File: src/rtl/apb_master_arbiter.sv
// Round-robin arbiter that shares one APB3 master port between NUM_REQ requesters.
// Runs SETUP/ACCESS, returns read data, and aborts a transfer if the slave stalls.
module apb_master_arbiter #(
  parameter int APB_ADDR_WIDTH = 16,
  parameter int APB_DATA_WIDTH = 16,
  parameter int NUM_REQ        = 2,
  parameter int TIMEOUT        = 15
) (
  input  logic                                pclk,
  input  logic                                preset,
  input  logic [NUM_REQ-1:0]                  i_req,
  input  logic [NUM_REQ-1:0]                  i_write,
  input  logic [NUM_REQ*APB_ADDR_WIDTH-1:0]   i_addr,
  input  logic [NUM_REQ*APB_DATA_WIDTH-1:0]   i_wdata,
  output logic [NUM_REQ-1:0]                  o_done,
  output logic                                o_err,
  output logic [APB_DATA_WIDTH-1:0]           o_rdata,
  output logic                                o_psel,
  output logic                                o_penable,
  output logic                                o_pwrite,
  output logic [APB_ADDR_WIDTH-1:0]           o_paddr,
  output logic [APB_DATA_WIDTH-1:0]           o_pwdata,
  input  logic                                i_pready,
  input  logic [APB_DATA_WIDTH-1:0]           i_prdata
);

  localparam int AW    = APB_ADDR_WIDTH;
  localparam int DW    = APB_DATA_WIDTH;
  localparam int IDX_W = $clog2(NUM_REQ);
  localparam int CNT_W = $clog2(TIMEOUT + 1);

  typedef enum logic [1:0] {IDLE, SETUP, ACCESS} state_t;

  state_t             state_q, state_d;
  logic [IDX_W-1:0]   idx_q, idx_d, last_q, last_d;
  logic [CNT_W-1:0]   cnt_q, cnt_d;
  logic               psel_q, psel_d, penable_q, penable_d;
  logic               pwrite_q, pwrite_d, err_q, err_d;
  logic [AW-1:0]      paddr_q, paddr_d;
  logic [DW-1:0]      pwdata_q, pwdata_d, rdata_q, rdata_d;
  logic [NUM_REQ-1:0] done_q, done_d;

  logic               hi_found, lo_found, grant_found;
  logic [IDX_W-1:0]   hi_idx, lo_idx, grant_idx;

  // Lowest requester above the last grant wins; otherwise wrap to the lowest overall.
  always_comb begin
    hi_found = 1'b0;
    lo_found = 1'b0;
    hi_idx   = '0;
    lo_idx   = '0;
    for (int c = NUM_REQ - 1; c >= 0; c--) begin
      if (i_req[c]) begin
        if (IDX_W'(c) > last_q) begin
          hi_found = 1'b1;
          hi_idx   = IDX_W'(c);
        end else begin
          lo_found = 1'b1;
          lo_idx   = IDX_W'(c);
        end
      end
    end
    grant_found = hi_found | lo_found;
    grant_idx   = hi_found ? hi_idx : lo_idx;
  end

  always_ff @(posedge pclk) begin
    if (preset) begin
      state_q   <= IDLE;
      idx_q     <= '0;
      last_q    <= IDX_W'(NUM_REQ - 1);
      cnt_q     <= '0;
      psel_q    <= 1'b0;
      penable_q <= 1'b0;
      pwrite_q  <= 1'b0;
      paddr_q   <= '0;
      pwdata_q  <= '0;
      rdata_q   <= '0;
      done_q    <= '0;
      err_q     <= 1'b0;
    end else begin
      state_q   <= state_d;
      idx_q     <= idx_d;
      last_q    <= last_d;
      cnt_q     <= cnt_d;
      psel_q    <= psel_d;
      penable_q <= penable_d;
      pwrite_q  <= pwrite_d;
      paddr_q   <= paddr_d;
      pwdata_q  <= pwdata_d;
      rdata_q   <= rdata_d;
      done_q    <= done_d;
      err_q     <= err_d;
    end
  end

  always_comb begin
    state_d   = state_q;
    idx_d     = idx_q;
    last_d    = last_q;
    cnt_d     = cnt_q;
    psel_d    = psel_q;
    penable_d = penable_q;
    pwrite_d  = pwrite_q;
    paddr_d   = paddr_q;
    pwdata_d  = pwdata_q;
    rdata_d   = rdata_q;
    done_d    = '0;
    err_d     = err_q;
    case (state_q)
      IDLE: begin
        if (grant_found) begin
          idx_d     = grant_idx;
          last_d    = grant_idx;
          pwrite_d  = i_write[grant_idx];
          paddr_d   = i_addr[grant_idx*AW +: AW];
          pwdata_d  = i_wdata[grant_idx*DW +: DW];
          psel_d    = 1'b1;
          penable_d = 1'b0;
          state_d   = SETUP;
        end
      end
      SETUP: begin
        penable_d = 1'b1;
        cnt_d     = '0;
        state_d   = ACCESS;
      end
      ACCESS: begin
        if (i_pready) begin
          if (!pwrite_q) rdata_d = i_prdata;
          done_d[idx_q] = 1'b1;
          err_d         = 1'b0;
          psel_d        = 1'b0;
          penable_d     = 1'b0;
          state_d       = IDLE;
        end else begin
          cnt_d = cnt_q + 1'b1;
          // cnt_q counts completed stalled cycles, so this is the TIMEOUT-th ACCESS cycle.
          if (cnt_q == CNT_W'(TIMEOUT - 1)) begin
            done_d[idx_q] = 1'b1;
            err_d         = 1'b1;
            psel_d        = 1'b0;
            penable_d     = 1'b0;
            state_d       = IDLE;
          end
        end
      end
      default: state_d = IDLE;
    endcase
  end

  assign o_done    = done_q;
  assign o_err     = err_q;
  assign o_rdata   = rdata_q;
  assign o_psel    = psel_q;
  assign o_penable = penable_q;
  assign o_pwrite  = pwrite_q;
  assign o_paddr   = paddr_q;
  assign o_pwdata  = pwdata_q;

endmodule

File: config.mk
export PLATFORM = sky130hd
export DESIGN_NAME = apb_master_arbiter
export DESIGN_NICKNAME = d
export VERILOG_FILES = /design/src/rtl/apb_master_arbiter.sv
export SDC_FILE = /design/constraint.sdc
export NUM_CORES = 1
export LEC_CHECK = 0
export BUFFER_PORTS_ARGS = -buffer_cell sky130_fd_sc_hd__buf_2
export CAP_MARGIN = 0
export CORE_MARGIN = 2
export CORE_UTILIZATION = 49
export CTS_CLUSTER_SIZE = 28
export DETAILED_ROUTE_END_ITERATION = 8
export MAX_ROUTING_LAYER = met4
export PLACE_DENSITY = 0.82
export SLEW_MARGIN = 0
export SYNTH_ARGS = -nofsm -noshare
export SYNTH_HDL_FRONTEND = slang
export SYNTH_SLANG_ARGS = --single-unit
File: constraint.sdc
create_clock -name pclk -period 4.2 [get_ports pclk]
set_clock_uncertainty 0.05 [all_clocks]
set_input_delay 0.84 -clock pclk [delete_from_list [all_inputs] [get_ports pclk]]
set_output_delay 0.84 -clock pclk [all_outputs]
set_load 0.02 [all_outputs]
==> impl_metrics.sql, run 1 <==
INSERT INTO impl_metrics (metric_group, metric, value, unit) VALUES
('run_status', 'run_status', 'finished clean', ''),
('timing', 'postLayoutSetupSlackWorst', '1.96', 'ns'),
('flow_run', 'drv.max_cap_violation_count', '0', ''),
('routing', 'route.vias.total', '2866', ''),
('die', 'floorplan.io_pins', '141', ''),
('synth', 'synth_nets', '423', ''),
('timing', 'period_needed', '2.24', 'ns'),
('timing', 'finalMaxSlewViolations', '0', ''),
('timing', 'hold_viol_final', '0', ''),
('routing', 'route.detailed.wl_per_inst', '13.7', 'um'),
('cells_and_area', 'final.fill_count', '513', ''),
('cts', 'tritoncts', 'done', ''),
('global_route', 'antenna_found_initial', '0', ''),
('synth', 'netlist_instances', '334', ''),
('global_route', 'grt.total_usage', '0.233', ''),
('timing', 'max_freq', '447', 'MHz'),
('worst_setup_path', 'timing.setup.critical_path_class', 'in -> reg', ''),
('cells_and_area', 'antenna_cells_inserted', '0', ''),
('synth', 'post_synth_design_cell_area', '2820', 'um^2'),
('die', 'die_area', '6380', 'um^2'),
('routing', 'detail_route.first_pass.iterations', '4', ''),
('synth', 'ys_types', '35', ''),
('cells_and_area', 'syn2layout_area_growth', '28.6', '%'),
('die', 'die_width', '79.9', 'um'),
('placed_design', 'port_buffers', '140', ''),
('worst_setup_path', 'cp_max_fo', '34', ''),
('cts', 'post-cts-setup-buffers', '0', ''),
('routing', 'dr.first_iter.drc_count', '114', ''),
('routing', 'totalWireLength', '7.32', 'mm'),
('synth', 'yosys_register_bits', '62', ''),
('worst_setup_path', 'chain_of_cells_forming_the_critical_path', 'buf_2 > or2_1 > a21oi_1 > a311oi_2', ''),
('timing', 'setup_violating_endpoint_count_in_the_final_report', '0', ''),
('routing', 'drc', '0', ''),
('cells_and_area', 'final_nets', '545', ''),
('placed_design', 'dp_hpwl', '5.09', 'mm'),
('synth', 'syn_avg_cell_area', '8.45', 'um^2'),
('cells_and_area', 'layout.cell_area.non_filler', '3630', 'um^2'),
('cts', 'ctsLongestPathBuffers', '2', ''),
('placed_design', 'post-place-ws', '1.65', 'ns'),
('cts', 'cts-htree-levels', '3', ''),
('cts', 'cts-buffers-inserted', '9', ''),
('worst_setup_path', 'cp.arrival', '2.42', 'ns'),
('power_and_ir_drop', 'power.density_cell_area', '417', 'nW/um^2'),
('cts', 'clock-sinks', '62', ''),
('cts', 'ctsResizeCount', '0', ''),
('die', 'die_y', '79.9', 'um'),
('cells_and_area', 'layout_cell_share_with_drive_strength_beyond_1', '0.373', ''),
('synth', 'synth.yosys.seq_area_share', '0.440', ''),
('placed_design', 'post_dp_cell_area', '3430', 'um^2'),
('worst_setup_path', 'worst_setup_path_start_kind', 'primary input', ''),
('cts', 'cts_hold_buffers', '0', ''),
('cts', 'clk_pin_slew', '0.07', 'ns'),
('worst_setup_path', 'critical_path.endpoint_type', 'flip-flop', ''),
('timing', 'rsz0062_at_grt', 'false', ''),
('global_route', 'grt_first_pass_wirelength', '11.6', 'mm'),
('worst_setup_path', 'critical_path.slowest_cell', 'or2_1', ''),
('power_and_ir_drop', 'leakagePower', '0.00164', 'uW'),
('timing', 'final.period_utilization', '0.533', ''),
('die', 'row_count', '27', ''),
('cts', 'insertion_delay', '0.32', 'ns'),
('global_route', 'grt-ovfl-total', '0', ''),
('routing', 'post_drt_via_cell_ratio', '5.38', ''),
('global_route', 'grt_max_degree', '35', ''),
('synth', 'yosysWarnings', '0', ''),
('worst_setup_path', 'worst-path-buf-inv', '1', ''),
('global_route', 'grt_pass1_vias', '2640', ''),
('cts', 'cts_root_buffer', 'clkbuf_8', ''),
('die', 'core_area', '5540', 'um^2'),
('worst_setup_path', 'crit_family', 'simple AND/OR/NAND/NOR gates', ''),
('worst_setup_path', 'timing.critical_path.slowest_cell_delay', '0.96', 'ns'),
('power_and_ir_drop', 'worst_ir_drop_vdd', '0.243', 'mV'),
('die', 'start_util', '0.509', ''),
('timing', 'relSlewSlack', '0.163', ''),
('timing', 'worst_pin_slew', '1.26', 'ns'),
('timing', 'fin_tns_setup', '0', 'ns'),
('placed_design', 'gp_congestion', '0.749', ''),
('hold_path', 'hold_path_class', 'reg -> reg', ''),
('routing', 'drtAntennaViolNets', '0', ''),
('worst_setup_path', 'crit_required', '4.38', 'ns');
cells in the final DEF (no fill, tap or decap), types with 3 or more instances in the layout:
cell,netlist,final
a311oi_2,11,11
nand2b_1,4,4
nor4b_1,3,3
a311oi_1,22,22
buf_2,8,140
or3_1,3,3
a21oi_1,58,58
buf_4,10,3
nand3b_1,4,4
nor3_1,3,3
clkbuf_8,0,11
a31oi_1,3,3
and2_1,3,3
dfxtp_1,62,62
nand2_1,99,99
clkinv_2,0,3
o21ai_0,4,4
metal layers:
metal  vias to the layer above  track usage  part of all wire
li1                       1426            -                 -
met1                      1299        0.276              0.44
met2                       135        0.394              0.47
met3                         6       0.0464             0.082
met4                         0       0.0847             0.010
met5                         -            -                 0
through the flow:
step | instances | total power [uW] | hold WS [ns] | utilization
after global routing | 533 | 1590 | 0.419 | 0.655
after detailed placement | 517 | 1010 | 0.394 | 0.619
after floorplan | 334 | 904 | 0.359 | -
after global placement | 517 | 1000 | 0.388 | 0.619
final | 533 | 1510 | 0.404 | 0.655
after CTS | 533 | 1530 | 0.403 | 0.655
synthesized netlist by cell type, drive strengths merged:
library cell,number,share of area
nor2b,1,0.0022
or3b,1,0.0031
nand4b,1,0.0031
and2,3,0.0067
a31oi,3,0.0067
or3,3,0.0067
a21oi,58,0.10
a211oi,1,0.0027
or2,2,0.0044
o21bai,1,0.0027
and4bb,1,0.0044
a311oi,33,0.13
nor2,4,0.0071
clkbuf,9,0.012
nand3,2,0.0035
nand2b,4,0.0089
nand4bb,1,0.0040
nor3,3,0.0053
inv,1,0.0013
a21boi,1,0.0067
o21ai,4,0.0071
dfxtp,62,0.44
and3,2,0.0044
nor4b,3,0.0093
nand2,99,0.13
nor4,1,0.0022
ha,2,0.0089
nand3b,4,0.011
a21bo,1,0.0035
buf,23,0.061
worst register-to-register path, delay by kind of cell (launching register included):
kind / cells / cell delay, ns
AOI/OAI and AO/OA: 1 / 0.17
buffers and inverters: 1 / 0.39
DFF: 1 / 0.46
and+or+nand+nor: 2 / 0.63
flip-flops by register name (all words and copies together), names as in the netlist:
name	flops
state_q	2
o_rdata	16
o_psel	1
cnt_q	4
o_paddr	16
o_pwrite	1
idx_q	1
last_q	1
o_penable	1
o_err	1
o_pwdata	16
o_done	2
logic make-up (layout without fill, tap and decap cells):
| kind of cell | count (synthesis) | after routing | synth area share |
|---|---|---|---|
| fa+ha+maj | 2 | 2 | 0.00887 |
| buf+inv | 33 | 160 | 0.0745 |
| flops | 62 | 62 | 0.440 |
| simple gates | 135 | 135 | 0.218 |
| compound gates | 102 | 102 | 0.259 |
final cells by class:
cell class	instances	area [um^2]	share of cell area
multi-input cells	239	1370	0.378
flip-flops and latches	62	1240	0.342
repair buffers	143	723	0.199
clock buffers	12	155	0.0428
well taps	72	90.1	0.0248
clock inverters	4	45.0	0.0124
inverters	1	3.75	0.00103
where the power goes:
part / leakage [uW] / internal, uW / switching (uW) / total [uW]
Clock: 0.000106 / 304 / 215 / 519
Combinational: 0.00102 / 126 / 197 / 322
Sequential: 0.000510 / 638 / 34.3 / 672
worst paths after layout:
| path | start | endpoint | slack [ns] | cells after the start |
|---|---|---|---|---|
| worst max-delay path | i_req[0] | o_paddr[12]$_SDFFE_PP0P_ | 1.96 | 4 |
| worst min-delay path | o_rdata[11]$_SDFFE_PP0P_ | o_rdata[11]$_SDFFE_PP0P_ | 0.40 | 2 |
| worst max register to register | state_q[0]$_SDFFE_PP0P_ | o_paddr[8]$_SDFFE_PP0P_ | 2.36 | 4 |
| worst min register to register | o_rdata[11]$_SDFFE_PP0P_ | o_rdata[11]$_SDFFE_PP0P_ | 0.40 | 2 |
Power figures use the tool's default switching activity.
==> run 2: changes to the inputs <==
--- a/config.mk
+++ b/config.mk
@@ -8,11 +8,11 @@
 export BUFFER_PORTS_ARGS = -buffer_cell sky130_fd_sc_hd__buf_2
 export CAP_MARGIN = 0
 export CORE_MARGIN = 2
-export CORE_UTILIZATION = 49
+export CORE_UTILIZATION = 46
 export CTS_CLUSTER_SIZE = 28
 export DETAILED_ROUTE_END_ITERATION = 8
 export MAX_ROUTING_LAYER = met4
-export PLACE_DENSITY = 0.82
+export PLACE_DENSITY = 0.77
 export SLEW_MARGIN = 0
 export SYNTH_ARGS = -nofsm -noshare
 export SYNTH_HDL_FRONTEND = slang
==> constraint.sdc (replaced) <==
create_clock -name pclk -period 2.3 [get_ports pclk]
set_clock_uncertainty 0.05 [all_clocks]
set_input_delay 0.46 -clock pclk [delete_from_list [all_inputs] [get_ports pclk]]
set_output_delay 0.46 -clock pclk [all_outputs]
set_load 0.02 [all_outputs]
==> run 2 against run 1 <==
Critical path depth is 1 lower. Sequential cell count is the same. Clock-buffer cell count rose by 1. Sequential power is 83% higher. Sequential share of layout area is 0.83 points lower. Final area grew 2.5%. Highest routed layer unchanged.
==> impl_metrics.sql, run 2 (synthesis results as in run 1) <==
INSERT INTO impl_metrics (metric_group, metric, value, unit) VALUES
('timing', 'worst_pin_slew', '0.554', 'ns'),
('cells_and_area', 'mostFrequentLayoutCells', 'buf_2, nand2_1, dfxtp_1', ''),
('cts', 'clock-sinks', '62', ''),
('cts', 'insertion_delay', '0.33', 'ns'),
('worst_setup_path', 'ff2ff_path_depth', '3', ''),
('routing', 'dr.first_iter.drc_count', '143', ''),
('worst_setup_path', 'worst-r2r-setup-slack', '0.59', 'ns'),
('cts', 'ctsLongestPathBuffers', '2', ''),
('global_route', 'grt_first_pass_wirelength', '11.5', 'mm'),
('routing', 'post_drt_via_cell_ratio', '5.30', ''),
('timing', 'final.period_utilization', '0.744', ''),
('cts', 'tritoncts', 'done', ''),
('power_and_ir_drop', 'power.density_cell_area', '785', 'nW/um^2'),
('cts', 'cts_root_buffer', 'clkbuf_8', ''),
('cts', 'cts_hold_buffers', '0', ''),
('power_and_ir_drop', 'leakagePower', '0.00169', 'uW'),
('global_route', 'grt_pass1_vias', '2676', ''),
('worst_setup_path', 'cp_max_fo', '16', ''),
('cts', 'ctsResizeCount', '0', ''),
('worst_setup_path', 'worst_r2r_endpoint', 'o_rdata[6]$_SDFFE_PP0P_', ''),
('routing', 'route.vias.total', '2877', ''),
('routing', 'totalWireLength', '7.33', 'mm'),
('routing', 'drtAntennaViolNets', '0', ''),
('cells_and_area', 'syn2layout_area_growth', '31.8', '%'),
('cts', 'post-cts-setup-buffers', '0', ''),
('cts', 'clk_pin_slew', '0.07', 'ns'),
('cts', 'cts-htree-levels', '3', ''),
('timing', 'rsz0062_at_grt', 'false', ''),
('die', 'floorplan.io_pins', '141', ''),
('routing', 'route.detailed.wl_per_inst', '13.5', 'um'),
('timing', 'hold_viol_final', '0', ''),
('worst_setup_path', 'critical_path.reg2reg.startpoint', 'state_q[1]$_SDFFE_PP0P_', ''),
('timing', 'finalMaxSlewViolations', '0', ''),
('die', 'start_util', '0.477', ''),
('flow_run', 'drv.max_cap_violation_count', '0', ''),
('hold_path', 'timing.hold.worst_endpoint', 'o_rdata[9]$_SDFFE_PP0P_', ''),
('routing', 'drc', '0', ''),
('placed_design', 'dp_hpwl', '5.19', 'mm'),
('hold_path', 'hold_path_class', 'in -> reg', ''),
('worst_setup_path', 'critical_path.endpoint_type', 'flip-flop', ''),
('power_and_ir_drop', 'worst_ir_drop_vdd', '0.415', 'mV'),
('worst_setup_path', 'crit_required', '2.50', 'ns'),
('timing', 'max_freq', '584', 'MHz'),
('die', 'row_count', '28', ''),
('global_route', 'grt_max_degree', '35', ''),
('worst_setup_path', 'cp.arrival', '1.91', 'ns'),
('global_route', 'antenna_found_initial', '0', ''),
('die', 'die_area', '6780', 'um^2'),
('global_route', 'grt.total_usage', '0.225', ''),
('cells_and_area', 'final_nets', '552', ''),
('run_status', 'run_status', 'finished clean', ''),
('die', 'die_width', '82.3', 'um'),
('timing', 'relSlewSlack', '0.631', ''),
('cells_and_area', 'antenna_cells_inserted', '0', ''),
('die', 'die_y', '82.3', 'um'),
('worst_setup_path', 'worst_setup_path_start_kind', 'flip-flop', ''),
('placed_design', 'port_buffers', '140', ''),
('timing', 'period_needed', '1.71', 'ns'),
('die', 'core_area', '5920', 'um^2'),
('cells_and_area', 'layout_cell_share_with_drive_strength_beyond_1', '0.382', ''),
('timing', 'hold_slack', '0.320', 'ns'),
('worst_setup_path', 'timing.setup.critical_path_class', 'reg -> reg', ''),
('routing', 'detail_route.first_pass.iterations', '4', ''),
('cts', 'cts-buffers-inserted', '9', ''),
('hold_path', 'hold_path_startpoint', 'i_prdata[9]', ''),
('timing', 'fin_tns_setup', '0', 'ns'),
('cells_and_area', 'final_common_cell', 'buf_2', ''),
('hold_path', 'worst_hold_path.num_cells', '3', ''),
('placed_design', 'gp_congestion', '0.826', ''),
('global_route', 'grt-ovfl-total', '0', ''),
('timing', 'setup_violating_endpoint_count_in_the_final_report', '0', '');
## run 2: cell types whose count changed in the layout (fill, tap and decap cells not counted)
| cell | delta |
|---|---|
| buf_4 | +7 |
| clkinv_2 | -2 |
| bufinv_16 | +1 |
| clkbuf_8 | +1 |
## run 2: layout make-up
class                   count  area, um^2
well taps                  75        93.8
flip-flops and latches     62        1240
fillers                   539        2200
multi-input cells         239        1370
clock inverters             3        65.1
clock buffers              13         169
inverters                   1        3.75
repair buffers            150         776
## run 2: per-stage QoR
stage / instances / util / setup WS [ns] / area (um^2) / total power, uW
global route: 543 / 0.628 / 0.458 / 3720 / 3060
detailed placement: 527 / 0.589 / 0.605 / 3480 / 1850
finish: 543 / 0.628 / 0.589 / 3720 / 2920
floorplan: 334 / - / 0.898 / 2820 / 1650
global placement: 527 / 0.589 / 0.663 / 3480 / 1840
CTS: 543 / 0.628 / 0.624 / 3720 / 2950
## run 2: worst max-delay path: stages, from the launching register on
cell and delay, ns:
dfxtp_1 0.66, and4bb_1 0.64, nand2_1 0.12, a21oi_1 0.16
## run 2: per-layer routing
layer	part of all wire	wire length, um	GRT usage
met1	0.43	3170	0.265
met2	0.46	3400	0.373
met3	0.088	644	0.0478
met4	0.016	114	0.0900
met5	0	0	-
## run 2: worst max-delay path by stage
stage / from / to / cells past startpoint
floorplan: cnt_q[0]$_SDFFE_PP0P_ / o_penable$_SDFFE_PP0P_ / 5
global placement: i_req[0] / o_paddr[10]$_SDFFE_PP0P_ / 5
detailed placement: i_req[0] / o_pwdata[8]$_SDFFE_PP0P_ / 5
CTS: state_q[1]$_SDFFE_PP0P_ / o_rdata[6]$_SDFFE_PP0P_ / 3
global route: state_q[1]$_SDFFE_PP0P_ / o_rdata[4]$_SDFFE_PP0P_ / 3
finish: state_q[1]$_SDFFE_PP0P_ / o_rdata[6]$_SDFFE_PP0P_ / 3
## run 2: report_power, final
group	internal, uW	total, uW	switching (uW)
clock network	698	1090	392
registers	1170	1230	61.3
logic	241	604	363
total	2100	2920	815
==> run 3: changes to the inputs <==
--- a/config.mk
+++ b/config.mk
@@ -5,14 +5,15 @@
 export SDC_FILE = /design/constraint.sdc
 export NUM_CORES = 1
 export LEC_CHECK = 0
+export ABC_AREA = 1
 export BUFFER_PORTS_ARGS = -buffer_cell sky130_fd_sc_hd__buf_2
 export CAP_MARGIN = 0
 export CORE_MARGIN = 2
-export CORE_UTILIZATION = 46
+export CORE_UTILIZATION = 41
 export CTS_CLUSTER_SIZE = 28
 export DETAILED_ROUTE_END_ITERATION = 8
 export MAX_ROUTING_LAYER = met4
-export PLACE_DENSITY = 0.77
+export PLACE_DENSITY = 0.74
 export SLEW_MARGIN = 0
 export SYNTH_ARGS = -nofsm -noshare
 export SYNTH_HDL_FRONTEND = slang
==> constraint.sdc (replaced) <==
create_clock -name pclk -period 1.4 [get_ports pclk]
set_clock_uncertainty 0.05 [all_clocks]
set_input_delay 0.28 -clock pclk [delete_from_list [all_inputs] [get_ports pclk]]
set_output_delay 0.28 -clock pclk [all_outputs]
set_load 0.02 [all_outputs]
==> run 3 against run 2 <==
Final area down 1.3%. Largest cell class unchanged. Clock power up 38%. Critical endpoint is now o_pwrite. Critical path type is now reg -> out. Final cell count rose by 14%. Routed wire length down 6.8%. First-iteration DRC count shrank 22%. Sequential cell count did not move.
==> impl_metrics.sql, run 3 <==
INSERT INTO impl_metrics (metric_group, metric, value, unit) VALUES
('cts', 'cts_root_buffer', 'clkbuf_8', ''),
('flow_run', 'drv.max_cap_violation_count', '0', ''),
('power_and_ir_drop', 'clock_power_share', '0.335', ''),
('synth', 'synthTopCellsByArea', 'dfxtp_1, nand2_1, nor2_1', ''),
('routing', 'drc', '0', ''),
('synth', 'synth_edf_count', '0', ''),
('cts', 'clk_pin_slew', '0.07', 'ns'),
('worst_setup_path', 'timing.setup.critical_path_class', 'reg -> out', ''),
('hold_path', 'worst_hold_path.num_cells', '3', ''),
('cts', 'cts_hold_buffers', '0', ''),
('placed_design', 'post_dp_cell_area', '3470', 'um^2'),
('cells_and_area', 'syn2layout_area_growth', '35.9', '%'),
('power_and_ir_drop', 'p_seq_frac', '0.446', ''),
('die', 'die_y', '85.2', 'um'),
('worst_setup_path', 'critical_path.slowest_cell', 'dfxtp_1', ''),
('global_route', 'grt_first_pass_wirelength', '11.2', 'mm'),
('routing', 'route.vias.total', '2905', ''),
('timing', 'final.period_utilization', '0.895', ''),
('worst_setup_path', 'ff2ff_path_depth', '7', ''),
('power_and_ir_drop', 'power.density_cell_area', '1220', 'nW/um^2'),
('cells_and_area', 'final_core_util', '0.578', ''),
('worst_setup_path', 'critical_path.endpoint_type', 'primary output', ''),
('timing', 'worst_pin_slew', '0.283', 'ns'),
('placed_design', 'port_buffers', '140', ''),
('synth', 'post_synth_design_cell_area', '2700', 'um^2'),
('global_route', 'grt_max_degree', '37', ''),
('cells_and_area', 'antenna_cells_inserted', '0', ''),
('worst_setup_path', 'worst_setup_path_start_kind', 'flip-flop', ''),
('cts', 'clock-sinks', '62', ''),
('placed_design', 'dp_hpwl', '5.09', 'mm'),
('cells_and_area', 'final_common_cell', 'buf_2', ''),
('die', 'die_width', '85.2', 'um'),
('timing', 'setup_violating_endpoint_count_in_the_final_report', '0', ''),
('cts', 'tritoncts', 'done', ''),
('global_route', 'antenna_found_initial', '0', ''),
('worst_setup_path', 'worst-path-buf-inv', '1', ''),
('worst_setup_path', 'cp.arrival', '0.92', 'ns'),
('die', 'start_util', '0.425', ''),
('routing', 'detail_route.first_pass.iterations', '4', ''),
('synth', 'ys_types', '21', ''),
('global_route', 'grt.total_usage', '0.196', ''),
('synth', 'asyncSetResetFlopFracSynth', '0', ''),
('worst_setup_path', 'cp_max_fo', '3', ''),
('routing', 'drtAntennaViolNets', '0', ''),
('power_and_ir_drop', 'p_sw_frac', '0.298', ''),
('cts', 'cts-buffers-inserted', '9', ''),
('timing', 'max_freq', '798', 'MHz'),
('timing', 'finalMaxSlewViolations', '0', ''),
('synth', 'syn_avg_cell_area', '6.77', 'um^2'),
('routing', 'post_drt_via_cell_ratio', '4.69', ''),
('worst_setup_path', 'crit_required', '1.07', 'ns'),
('power_and_ir_drop', 'leakagePower', '0.00193', 'uW'),
('cts', 'ctsLongestPathBuffers', '2', ''),
('synth', 'synth.yosys.seq_area_share', '0.460', ''),
('power_and_ir_drop', 'power.net_switching', '1330', 'uW'),
('power_and_ir_drop', 'comb_power_share', '0.219', ''),
('cells_and_area', 'layout_cell_share_with_drive_strength_beyond_1', '0.319', ''),
('global_route', 'grt_pass1_vias', '2617', ''),
('hold_path', 'hold_path_class', 'in -> reg', ''),
('routing', 'route.detailed.wl_per_inst', '11.0', 'um'),
('worst_setup_path', 'timing.critical_path.slowest_cell_delay', '0.40', 'ns'),
('synth', 'synthTopCellsByCount', 'nand2_1, nor2_1, dfxtp_1, o21ai_0, a21oi_1', ''),
('die', 'row_count', '29', ''),
('timing', 'postLayoutSetupSlackWorst', '0.147', 'ns'),
('placed_design', 'gp_congestion', '0.803', ''),
('run_status', 'run_status', 'finished clean', ''),
('die', 'core_area', '6350', 'um^2'),
('synth', 'netlist_instances', '399', ''),
('synth', 'synth_top_area_cell', 'dfxtp_1', ''),
('power_and_ir_drop', 'p_total', '4470', 'uW'),
('power_and_ir_drop', 'worst_ir_drop_vdd', '0.634', 'mV'),
('cells_and_area', 'mostFrequentLayoutCells', 'buf_2, nand2_1, nor2_1', ''),
('synth', 'yosysWarnings', '0', ''),
('cts', 'insertion_delay', '0.33', 'ns'),
('power_and_ir_drop', 'p_int', '3140', 'uW'),
('timing', 'period_needed', '1.25', 'ns'),
('worst_setup_path', 'chain_of_cells_forming_the_critical_path', 'buf_2', ''),
('timing', 'relSlewSlack', '0.811', ''),
('routing', 'totalWireLength', '6.83', 'mm'),
('cells_and_area', 'layout.cell_area.non_filler', '3670', 'um^2'),
('routing', 'dr.first_iter.drc_count', '112', ''),
('timing', 'hold_viol_final', '0', ''),
('worst_setup_path', 'count_of_cell_instances_traversed_by_the_critical_path', '1', ''),
('global_route', 'grt-ovfl-total', '0', ''),
('synth', 'synth-main-ff-cell', 'dfxtp_1', ''),
('synth', 'yosysTopAreaCellShare', '0.460', ''),
('timing', 'fin_tns_setup', '0', 'ns'),
('cts', 'cts-htree-levels', '3', ''),
('cells_and_area', 'final_nets', '627', ''),
('timing', 'rsz0062_at_grt', 'false', ''),
('die', 'die_area', '7250', 'um^2'),
('die', 'floorplan.io_pins', '141', ''),
('placed_design', 'post-place-ws', '0.0569', 'ns'),
('synth', 'synthMostInstantiatedCell', 'nand2_1', ''),
('synth', 'yosys_register_bits', '62', ''),
('synth', 'synth_nets', '488', ''),
('worst_setup_path', 'crit_family', 'flip-flops', '');
[run 3: changes by cell type after synthesis, sizes merged, moves of 6 or more]
cell    before  now
inv          1   15
nand2       99  140
buf         23   17
nor2         4   72
nand3        2   23
o21ai        4   34
a311oi      33    0
a21oi       58   26
[run 3: cells by family (layout without fill, tap and decap cells)]
group | after synthesis | in the layout | synth area share
fa+ha+maj | 2 | 2 | 0.00927
flops | 62 | 62 | 0.460
buf+inv | 37 | 180 | 0.0672
compound gates | 60 | 60 | 0.111
simple gates | 238 | 238 | 0.353
[run 3: per-layer routing]
metal	up-vias	GRT usage	part of all wire	routed length, um
met3	9	0.0350	0.071	484
met4	0	0.0866	0.013	89
met5	-	-	0	0
li1	1538	-	-	-
met1	1237	0.229	0.46	3120
met2	121	0.327	0.46	3140
[run 3: final cells by class]
cell class	instances	area, um^2
clock buffers	11	141
clock inverters	4	47.5
fillers	639	2680
inverters	15	58.8
multi-input cells	300	1280
flip-flops and latches	62	1240
well taps	77	96.3
repair buffers	150	805
[run 3: worst register-to-register path, cell delays in order, from the launching register on]
cell	delay, ns
dfxtp_2	0.37
inv_1	0.05
ha_1	0.19
nand3_1	0.11
nand2_1	0.06
nand2_1	0.15
nand2_1	0.08
a21oi_1	0.12
[run 3: timing repair]
item,in CTS,in global routing
endpoints found under the setup margin,0,36
gates resized for setup,0,4
setup buffers,0,0
endpoints found under the hold margin,0,0
[run 3: per-stage QoR]
step	hold slack (ns)	instances
2_1_floorplan	0.367	399
3_3_place_gp	0.388	604
3_5_place_dp	0.398	604
4_1_cts	0.154	619
5_1_grt	0.168	619
6_report	0.174	619
[run 3: path summary, 6_finish.rpt]
kind / startpoint / end / slack (ns)
min reg2reg: o_rdata[9]$_SDFFE_PP0P_ / o_rdata[9]$_SDFFE_PP0P_ / 0.41
max reg2reg: cnt_q[0]$_SDFFE_PP0P_ / o_err$_SDFFE_PP0P_ / 0.15
max: o_pwrite$_SDFFE_PP0P_ / o_pwrite / 0.15
min: i_prdata[4] / o_rdata[4]$_SDFFE_PP0P_ / 0.17
[run 3: power by group through the flow]
stage / sequential (uW) / clock [uW] / combinational (uW)
floorplan: 2190 / 0 / 463
CTS: 1990 / 1530 / 986
detailed placement: 2030 / 0 / 986
finish: 1990 / 1500 / 981
global placement: 2030 / 0 / 969
global route: 2010 / 1620 / 1100
